File: src/rtl/regfile_wp_arbiter.sv
// Write-port owner and arbiter for the 32x32 register file: WB has priority,
// MDU uses valid/ready with a starvation stall. Optional scrub: RF_SCRUB_EN.
module regfile_wp_arbiter #(
  parameter int unsigned WIDTH        = 32,
  parameter int unsigned R_WIDTH      = 5,
  parameter int unsigned REGSIZE      = 32,
  parameter int unsigned STARVE_LIMIT = 4,
  parameter int unsigned CNT_W        = 3
) (
  input  logic               clk_i,
  input  logic               rst_n_i,
  input  logic               pipe_we_i,
  input  logic [R_WIDTH-1:0] pipe_waddr_i,
  input  logic [WIDTH-1:0]   pipe_wdata_i,
  input  logic               mdu_valid_i,
  input  logic [R_WIDTH-1:0] mdu_waddr_i,
  input  logic [WIDTH-1:0]   mdu_wdata_i,
  output logic               mdu_ready_o,
  output logic               rf_we_o,
  output logic [R_WIDTH-1:0] rf_waddr_o,
  output logic [WIDTH-1:0]   rf_wdata_o,
  output logic               stall_o,
  output logic               init_busy_o
);

  if (STARVE_LIMIT < 1 ||
      STARVE_LIMIT > (1 << CNT_W) - 1 ||
      REGSIZE > (1 << R_WIDTH)) begin : g_cfg_err
    $error("regfile_wp_arbiter: bad parameters");
  end

  logic               w_scrub;
  logic [R_WIDTH-1:0] w_scrub_addr;
  logic               w_pipe_sel;
  logic               w_xfer;
  logic               w_blocked;
  logic [CNT_W-1:0]   r_starve_cnt;
  logic               r_stall;

`ifdef RF_SCRUB_EN
  typedef enum logic {
    S_SCRUB,
    S_ARB
  } state_t;

  localparam logic [R_WIDTH-1:0] LP_LAST = R_WIDTH'(REGSIZE - 1);

  state_t             r_state;
  state_t             w_state_nxt;
  logic [R_WIDTH-1:0] r_scrub_cnt;

  always_ff @(posedge clk_i or negedge rst_n_i) begin
    if (!rst_n_i) begin
      r_state <= S_SCRUB;
    end else begin
      r_state <= w_state_nxt;
    end
  end

  always_comb begin
    w_state_nxt = r_state;
    unique case (r_state)
      S_SCRUB: begin
        if (r_scrub_cnt == LP_LAST) begin
          w_state_nxt = S_ARB;
        end
      end
      S_ARB:   w_state_nxt = S_ARB;
      default: w_state_nxt = S_ARB;
    endcase
  end

  always_ff @(posedge clk_i or negedge rst_n_i) begin
    if (!rst_n_i) begin
      r_scrub_cnt <= '0;
    end else if (r_state == S_SCRUB) begin
      r_scrub_cnt <= r_scrub_cnt + 1'b1;
    end
  end

  assign w_scrub      = (r_state == S_SCRUB);
  assign w_scrub_addr = r_scrub_cnt;
`else
  assign w_scrub      = 1'b0;
  assign w_scrub_addr = '0;
`endif

  assign w_pipe_sel = ~w_scrub & pipe_we_i;

  // Address 0 never commits in ARB, but the MDU handshake still completes.
  always_comb begin
    rf_we_o     = 1'b0;
    rf_waddr_o  = '0;
    rf_wdata_o  = '0;
    mdu_ready_o = 1'b0;
    init_busy_o = 1'b0;
    unique case (1'b1)
      w_scrub: begin
        rf_we_o     = 1'b1;
        rf_waddr_o  = w_scrub_addr;
        init_busy_o = 1'b1;
      end
      w_pipe_sel: begin
        rf_we_o    = |pipe_waddr_i;
        rf_waddr_o = pipe_waddr_i;
        rf_wdata_o = pipe_wdata_i;
      end
      default: begin
        mdu_ready_o = 1'b1;
        if (mdu_valid_i) begin
          rf_we_o    = |mdu_waddr_i;
          rf_waddr_o = mdu_waddr_i;
          rf_wdata_o = mdu_wdata_i;
        end
      end
    endcase
  end

  assign w_xfer    = mdu_valid_i & mdu_ready_o;
  assign w_blocked = ~w_scrub & mdu_valid_i & ~mdu_ready_o;

  always_ff @(posedge clk_i or negedge rst_n_i) begin
    if (!rst_n_i) begin
      r_starve_cnt <= '0;
      r_stall      <= 1'b0;
    end else begin
      if (w_xfer || !mdu_valid_i) begin
        r_starve_cnt <= '0;
      end else if (w_blocked &&
                   r_starve_cnt != CNT_W'(STARVE_LIMIT)) begin
        r_starve_cnt <= r_starve_cnt + 1'b1;
      end
      if (w_xfer) begin
        r_stall <= 1'b0;
      end else if (w_blocked &&
                   r_starve_cnt == CNT_W'(STARVE_LIMIT - 1)) begin
        r_stall <= 1'b1;
      end
    end
  end

  assign stall_o = r_stall;

endmodule

File: config.mk
export PLATFORM = sky130hd
export DESIGN_NAME = regfile_wp_arbiter
export DESIGN_NICKNAME = d
export VERILOG_FILES = /design/src/rtl/regfile_wp_arbiter.sv
export SDC_FILE = /design/constraint.sdc
export NUM_CORES = 1
export LEC_CHECK = 0
export ABC_AREA = 1
export ABC_CLOCK_PERIOD_IN_PS = 2300
export CAP_MARGIN = 20
export CELL_PAD_IN_SITES_DETAIL_PLACEMENT = 0
export CELL_PAD_IN_SITES_GLOBAL_PLACEMENT = 2
export CORE_UTILIZATION = 10
export CTS_BUF_LIST = sky130_fd_sc_hd__clkbuf_16
export DETAILED_ROUTE_END_ITERATION = 8
export GPL_TIMING_DRIVEN = 0
export HOLD_SLACK_MARGIN = 0.03
export MAX_ROUTING_LAYER = met4
export PLACE_DENSITY = 0.93
export SYNTH_ARGS = -nofsm -noshare
export SYNTH_HDL_FRONTEND = slang
export SYNTH_SLANG_ARGS = --single-unit
File: constraint.sdc
create_clock -name clk_i -period 2.3 [get_ports clk_i]
set_clock_uncertainty 0.05 [all_clocks]
set_input_delay 0.46 -clock clk_i [delete_from_list [all_inputs] [get_ports clk_i]]
set_output_delay 0.46 -clock clk_i [all_outputs]
set_load 0.05 [all_outputs]
# After elaboration in Yosys (flattened, before gate mapping)
# Cells that the tools add are included.
dict set report totals {
  ff_bits 4
  word_cells 26
}
dict set report classes {
  addsub 1
  n_eq_ne 2
  n_reduce_logical 8
  muxes 11
  bitwise 2
}
# operator count
set op_table {}
lappend op_table {{32-bit two-way mux} 2}
lappend op_table {{5-bit two-way mux} 2}
lappend op_table {{5-bit OR reduction} 2}
lappend op_table {{3-bit two-way mux} 2}
lappend op_table {{1-bit two-way mux} 5}
lappend op_table {{2-bit nonzero test} 2}
lappend op_table {{3-bit by 1-bit adder with 3-bit output, second input constant} 1}
lappend op_table {{3-bit by 2-bit == test with 1-bit output, second input constant} 1}
lappend op_table {{3-bit inequality test, second input constant} 1}
lappend op_table {{1-bit AND} 2}
lappend op_table {{1-bit logical AND} 2}
lappend op_table {{1-bit zero test} 1}
lappend op_table {{1-bit logical OR} 1}

# Depth between registers and ports, before layout
# Gate-level depths: netlist (run 1).
dict set report depth {
  depth_word 4
  mapped_depth 6
  ltp_nobuf 6
}

# Least setup slack after synthesis (run 1)
# No wires, ideal clock.
dict set report synth_timing {
  kind {in2out}
  startpoint {input port pipe_we_i}
  endpoint {output port rf_waddr_o[4]}
  arrival_time_ns 1.561
  path_buffers 0
  required_ns 1.790
  path_slack_ns 0.229
  stages 3
  cell_sequence {inv_2 > nand2_4 > o22ai_1}
}
dict set report synth_between {
  elab_chain_len 1
}
# item line
set synth_lines {}
lappend synth_lines {{start: declaration} 12} ;# input logic pipe_we_i,
lappend synth_lines {{5-bit two-way mux} 97} ;# unique case (1'b1)
lappend synth_lines {{end: declaration} 20} ;# output logic [R_WIDTH-1:0] rf_waddr_o,
# No other way between the ends.

# Worst setup path in the final report (run 1)
dict set report layout_timing {
  startpoint {input port mdu_valid_i}
  endpoint {output port rf_waddr_o[1]}
}
dict set report layout_between {
  elab_chain_len 2
}
# item line
set layout_lines {}
lappend layout_lines {{start: declaration} 15} ;# input logic mdu_valid_i,
lappend layout_lines {{5-bit two-way mux} 110} ;# if (mdu_valid_i) begin
lappend layout_lines {{5-bit two-way mux} 97}
# No other way between the ends.

==> results.md, run 1 <==
- Outcome: finished clean
- Peak fanout along the critical path: 10
- Placed Instances: 375
- DR WL/cell: 9.24 um
- Skew-Pair Late Insertion Delay: 0.22 ns
- WP data required: 1.79 ns
- Netlist Area Pre-Place: 797 um2
- Post-Syn Nets: 237
- Crit path largest cell delay: 0.56 ns
- Worst-path clk slew: 0.03 ns
- Initial core utilization: 10.3%
- IO Pins: 119
- Gp weighted congestion: 0.643
- Layout Nets: 359
- Total GRT Usage: 8.49%
- Setup Viol. Count Final: 0
- Die extent in x: 91.3 um
- # rows: 32
- Critical path class: in2out
- F_max: 449 MHz
- Leak Pwr: 1.09 nW
- Final slew viol count: 0
- Htree depth: 1
- Final WS setup: 0.0733 ns
- RR Endpoint: stall_o
- Via density: 3.54
- Drc violations: 0
- Area Overhead vs Synth: 166%
- Worst reg-to-reg setup slack: 1.10 ns
- Root buf cell: clkbuf_16
- Area of the die: 0.00833 mm2
- Final-report hold violation count: 0
- Tmin final: 2.23 ns
- Setup TNS: 0 ns
- Hold WS: 0.390 ns
- CP Launch Type: primary input
- Most frequent cells in the layout: nand2_1 (105), clkdlybuf4s50_1 (77), clkbuf_4 (14)
- Distinct cells, synth: 17
- Critical-path cell list: clkdlybuf4s50_1, nand2_4, inv_8, nand2_1, nand2_1, clkdlybuf4s15_2
- Commonest non-fill, non-tap cell in the layout: nand2_1
- Post-DRT Antenna Nets: 0
- Worst EP arrival: 1.72 ns
- Layout cell share with drive strength beyond 1: 22.5%
- # Max-Cap Violations: 0
- CTS Sinks: 4
- Global-route wire length before repair: 5.69 mm
- Num CTS Buffers: 3
- Ys Warns: 0
- RSZ-0062 raised after global routing: no
- Crit end category: output pin
- RR Startpoint: r_starve_cnt[0]
- #FFs+latches synth: 4
- Gate Count Post-Synth: 156
- Syn avg cell area: 5.11 um2
- R2R cell count: 6
- Largest net degree at the start of global routing: 11
- FILL cells: 846
- TritonCTS clock tree: done
- Antenna violations before repair: 0
- Routed vias: 1339
- Final period util: 96.8%
- Pre-CTS WS: -0.579 ns
- Post-DP HPWL: 2.92 mm
- Total gr overflow: 0
- Most frequent cell on the critical path: nand2_1
- Die Ht: 91.3 um
- DRT Pass-1 Iters: 4
- Final instance count without filler cells: 378
- Peak supply drop: 676 uV
- Critical-path top delay cell: clkdlybuf4s50_1
- Sequential share of the synthesized area: 12.6%
- Diode count: 0
- IO Port Bufs: 117
- Vias in the first global route: 1298
- CTS Buffer Depth: 2
- DR iter-0 viols: 15
- CORE AREA: 0.00773 mm2
- PwrDens: 403 mW/mm2
- Worst Hold Class: in2async
- Post-Route WL: 3.49 mm
## through the flow
| stage | power, W | util [%] | area, um2 |
|---|---|---|---|
| final | 0.000856 | 27.5 | 2120 |
| after global routing | 0.000900 | 27.5 | 2120 |
| after CTS | 0.000838 | 26.4 | 2040 |
| after detailed placement | 0.000604 | 27.1 | 2100 |
| after global placement | 0.000604 | 27.1 | 2100 |
| after floorplan | 0.000350 | - | 797 |
## synth_stat cells
cell / n / area (um2)
a21oi_1: 1 / 5.00
buf_12: 1 / 20.0
buf_4: 5 / 37.5
buf_6: 2 / 22.5
conb_1: 1 / 3.75
dfrtp_1: 4 / 100
ha_1: 3 / 37.5
inv_1: 9 / 33.8
inv_2: 1 / 3.75
inv_6: 1 / 8.76
nand2_1: 105 / 394
nand2_2: 10 / 62.6
nand2_4: 1 / 11.3
nand3_1: 4 / 20.0
nor2_1: 4 / 15.0
o21ai_0: 3 / 15.0
o22ai_1: 1 / 6.26
## where the power goes
group / internal (W) / switching, W
Sequential: 0.0000730 / 0.00000112
Clock: 0.000222 / 0.0000471
Combinational: 0.000221 / 0.000292
Total: 0.000516 / 0.000340
## flip-flops by register name, indices dropped and copies added (netlist names)
name / count
r_starve_cnt: 3
stall_o: 1
## how the worst max path moves through the flow
stage | from | endpoint | slack [ns] | cells after the start
after floorplan | pipe_we_i | rf_waddr_o[4] | 0.23 | 3
after global placement | pipe_we_i | rf_wdata_o[26] | -0.58 | 6
after detailed placement | mdu_valid_i | rf_wdata_o[26] | -0.58 | 7
after CTS | pipe_we_i | rf_wdata_o[22] | 0.002 | 6
after global routing | mdu_valid_i | rf_wdata_o[11] | 0.002 | 7
final | mdu_valid_i | rf_waddr_o[1] | 0.07 | 6
## logic make-up after synthesis
group / count (synthesis) / share of synthesized area [%]
flip-flops: 4 / 12.6
buffers and inverters: 19 / 15.9
other: 1 / 0.471
AND/OR/NAND/NOR: 124 / 63.1
AO/OA/AOI/OAI: 5 / 3.30
adder cells (fa/ha/maj): 3 / 4.71
## critical path, delay by kind of cell
kind                   cells  cell delay [ns]
and+or+nand+nor            3             0.22
buffers and inverters      3             1.04
## repair_timing
item	4_1_cts	5_1_grt
setup endpoints to repair	39	37
pin swaps	0	0
buffers inserted	0	0
cloned	0	0
gates resized for setup	177	57
hold buffers	0	0
## layout make-up
cell class / count / area (um2) / area share (%)
plain buffers: 8 / 83.8 / 3.95
clock buffers: 3 / 75.1 / 3.54
inverters: 11 / 48.8 / 2.30
multi-input cells: 133 / 571 / 26.9
flip-flops and latches: 4 / 100 / 4.72
well taps: 102 / 128 / 6.01
repair buffers: 117 / 1120 / 52.6
## layer usage
layer,up-vias,track usage (%),share of wire (%),routed length [um]
met4,0,1.98,0.66,23
met3,2,1.59,9.9,347
met5,-,-,0,0
met2,73,15.0,46,1620
met1,559,9.93,43,1500
li1,705,-,-,-
No activity file was read; power rests on OpenSTA's default activity.
==> run 2: changes to the inputs <==
- CELL_PAD_IN_SITES_DETAIL_PLACEMENT: 0 -> 1
- CELL_PAD_IN_SITES_GLOBAL_PLACEMENT: 2 -> 1
- CORE_UTILIZATION: 10 -> 13
- PLACE_DENSITY: 0.93 -> 0.84
- SETUP_SLACK_MARGIN: unset -> 0.2
==> run 2 against run 1 <==
  * Worst setup slack better by 0.20 ns
  * Total power is 1.2% lower
  * Clock-buffer cell count did not move
  * Via count increased by 3.2%
  * Design area decreased by 3.1%
  * First-iteration DRC count decreased by 87%
  * Sequential share of layout area grew 0.15 points
  * Fmax grew 10%
  * Critical path depth down 2
  * Non-clock buffer count increased by 1
  * Cell count fell by 6.9%
  * Die area decreased by 23%
  * Critical endpoint is now rf_waddr_o[4]
  * Highest routed layer unchanged
==> results.md, run 2 (synthesis results as in run 1) <==
- IO Port Bufs: 117 (unchanged)
- Antenna violations before repair: 0 (unchanged)
- Critical path class: in2out (unchanged)
- CTS Sinks: 4 (unchanged)
- Diode count: 0 (unchanged)
- Htree depth: 1 (unchanged)
- Post-Route WL: 3.88 mm (was 3.49 mm)
- IO Pins: 119 (unchanged)
- Final-report hold violation count: 0 (unchanged)
- DR iter-0 viols: 2 (was 15)
- Clock Power Share: 32.0% (was 31.4%)
- # hold bufs at CTS: 0 (unchanged)
- Skew-Pair Late Insertion Delay: 0.22 ns (about the same)
- Crit end category: output pin (unchanged)
- RR Endpoint: stall_o (unchanged)
- Layout Nets: 360 (was 359)
- CP Launch Type: primary input (unchanged)
- Peak fanout along the critical path: 2 (was 10)
- Max reg flops: 3 (unchanged)
- Area of the die: 0.00645 mm2 (was 0.00833 mm2)
- Initial core utilization: 13.5% (was 10.3%)
- # Max-Cap Violations: 0 (unchanged)
- Commonest non-fill, non-tap cell in the layout: nand2_1 (unchanged)
- Gp weighted congestion: 0.657 (was 0.643)
- Gate power share: 59.2% (was 59.9%)
- Num CTS Buffers: 3 (unchanged)
- Leak Pwr: 1.07 nW (was 1.09 nW)
- Worst EP arrival: 1.51 ns (was 1.72 ns)
- Area Overhead vs Synth: 158% (was 166%)
- Multi-input combinational cell area: 571 um2 (unchanged)
- Setup Viol. Count Final: 0 (unchanged)
- Peak supply drop: 333 uV (was 676 uV)
- Total GRT Usage: 12.1% (was 8.49%)
- Layout cell share with drive strength beyond 1: 22.7% (was 22.5%)
- Most frequent cells in the layout: nand2_1 (105), clkdlybuf4s50_1 (76), clkbuf_4 (17) (was nand2_1 (105), clkdlybuf4s50_1 (77), clkbuf_4 (14))
- Final WS setup: 0.278 ns (was 0.0733 ns)
- Post-DP HPWL: 3.37 mm (was 2.92 mm)
- Root buf cell: clkbuf_16 (unchanged)
- Worst-path clk slew: 0.03 ns (about the same)
- Largest net degree at the start of global routing: 11 (unchanged)
- CTS Buffer Depth: 2 (unchanged)
- DR WL/cell: 11.0 um (was 9.24 um)
- DP Area: 0.00206 mm2 (was 0.00210 mm2)
- Pint: 0.000504 W (was 0.000516 W)
- R2R cell count: 6 (unchanged)
- CORE AREA: 0.00592 mm2 (was 0.00773 mm2)
- F_max: 495 MHz (was 449 MHz)
- Total gr overflow: 0 (unchanged)
- DRT Pass-1 Iters: 4 (unchanged)
- WP data required: 1.79 ns (about the same)
- RR Startpoint: r_starve_cnt[0] (unchanged)
- # rows: 28 (was 32)
- Worst reg-to-reg setup slack: 1.10 ns (about the same)
- Post-DRT Antenna Nets: 0 (unchanged)
- Die extent in x: 80.3 um (was 91.3 um)
- Worst Hold Class: in2async (unchanged)
- Seq. cell area: 100 um2 (unchanged)
- TritonCTS clock tree: done (unchanged)
- Pre-CTS WS: -0.558 ns (was -0.579 ns)
- Most flop-heavy register: r_starve_cnt (unchanged)
- Die Ht: 80.3 um (was 91.3 um)
- Drc violations: 0 (unchanged)
- Hold WS: 0.395 ns (was 0.390 ns)
- Setup TNS: 0 ns (unchanged)
- FILL cells: 771 (was 846)
- Via density: 3.93 (was 3.54)
- Final period util: 87.9% (was 96.8%)
- Tmin final: 2.02 ns (was 2.23 ns)
- Final Cell Area: 0.00206 mm2 (was 0.00212 mm2)
- Final slew viol count: 0 (unchanged)
- Outcome: finished clean (unchanged)
- Vias in the first global route: 1401 (was 1298)
- Routed vias: 1382 (was 1339)
- PwrDens: 411 mW/mm2 (was 403 mW/mm2)
- Global-route wire length before repair: 6.03 mm (was 5.69 mm)
- Switching Share: 40.3% (was 39.8%)
- P_sw: 0.000341 W (was 0.000340 W)
- RSZ-0062 raised after global routing: yes (was no)
- Reg power frac: 8.8% (was 8.7%)
[run 2: cell types whose count changed in the layout (fill, tap and decap cells not counted), sizes merged]
cell,previous run,this run
clkdlybuf4s15,3,7
buf,26,23
clkbuf,18,20
clkdlybuf4s18,2,0
dlygate4sd2,1,3
clkdlybuf4s50,77,76
dlymetal6s2s,1,0
[run 2: worst max path at each step]
stage	startpoint	end	slack (ns)	depth (start not counted)
after floorplan	pipe_we_i	rf_waddr_o[4]	0.23	3
after global placement	pipe_we_i	rf_wdata_o[6]	-0.55	6
after detailed placement	pipe_we_i	rf_wdata_o[28]	-0.56	6
after CTS	pipe_we_i	rf_wdata_o[30]	0.24	8
after global routing	pipe_we_i	rf_wdata_o[30]	0.19	8
final	pipe_waddr_i[4]	rf_waddr_o[4]	0.28	4
[run 2: metal layers]
layer / up-vias / track usage, % / part of all wire, % / wire, um
met5: - / - / 0 / 0
met4: 0 / 2.68 / 0.44 / 17
met3: 2 / 2.95 / 7.6 / 297
met2: 61 / 23.2 / 53 / 2060
met1: 615 / 12.4 / 39 / 1510
li1: 704 / - / - / -
[run 2: power by group through the flow]
stage	combinational, W	sequential, W	clock (W)
after floorplan	0.000274	0.0000760	0
after global placement	0.000526	0.0000750	0
after detailed placement	0.000532	0.0000750	0
after CTS	0.000494	0.0000742	0.000277
after global routing	0.000534	0.0000744	0.000282
final	0.000501	0.0000742	0.000271
[run 2: worst max-delay path, stage by stage]
cell	delay [ns]
clkdlybuf4s50_1	0.46
inv_1	0.05
o22ai_1	0.14
clkdlybuf4s15_2	0.39
[run 2: area by class of cell]
| type | count | area share [%] |
|---|---|---|
| repair buffers | 118 | 52.7 |
| multi-input cells | 133 | 27.7 |
| clock buffers | 3 | 3.65 |
| inverters | 11 | 2.37 |
| well taps | 75 | 4.56 |
| plain buffers | 8 | 4.08 |
| flip-flops and latches | 4 | 4.87 |
[run 2: repair_timing]
action                                  in CTS  in global routing
setup buffers                                1                  0
gates resized for setup                    183                 23
endpoints found under the setup margin      39                 20
hold endpoints to repair                     0                  0
[run 2: through the flow]
| step | total power [W] | utilization (%) | cells |
|---|---|---|---|
| after floorplan | 0.000350 | - | 156 |
| after global placement | 0.000601 | 34.8 | 348 |
| after detailed placement | 0.000607 | 34.8 | 348 |
| after CTS | 0.000845 | 33.9 | 352 |
| after global routing | 0.000890 | 34.7 | 352 |
| final | 0.000846 | 34.7 | 352 |
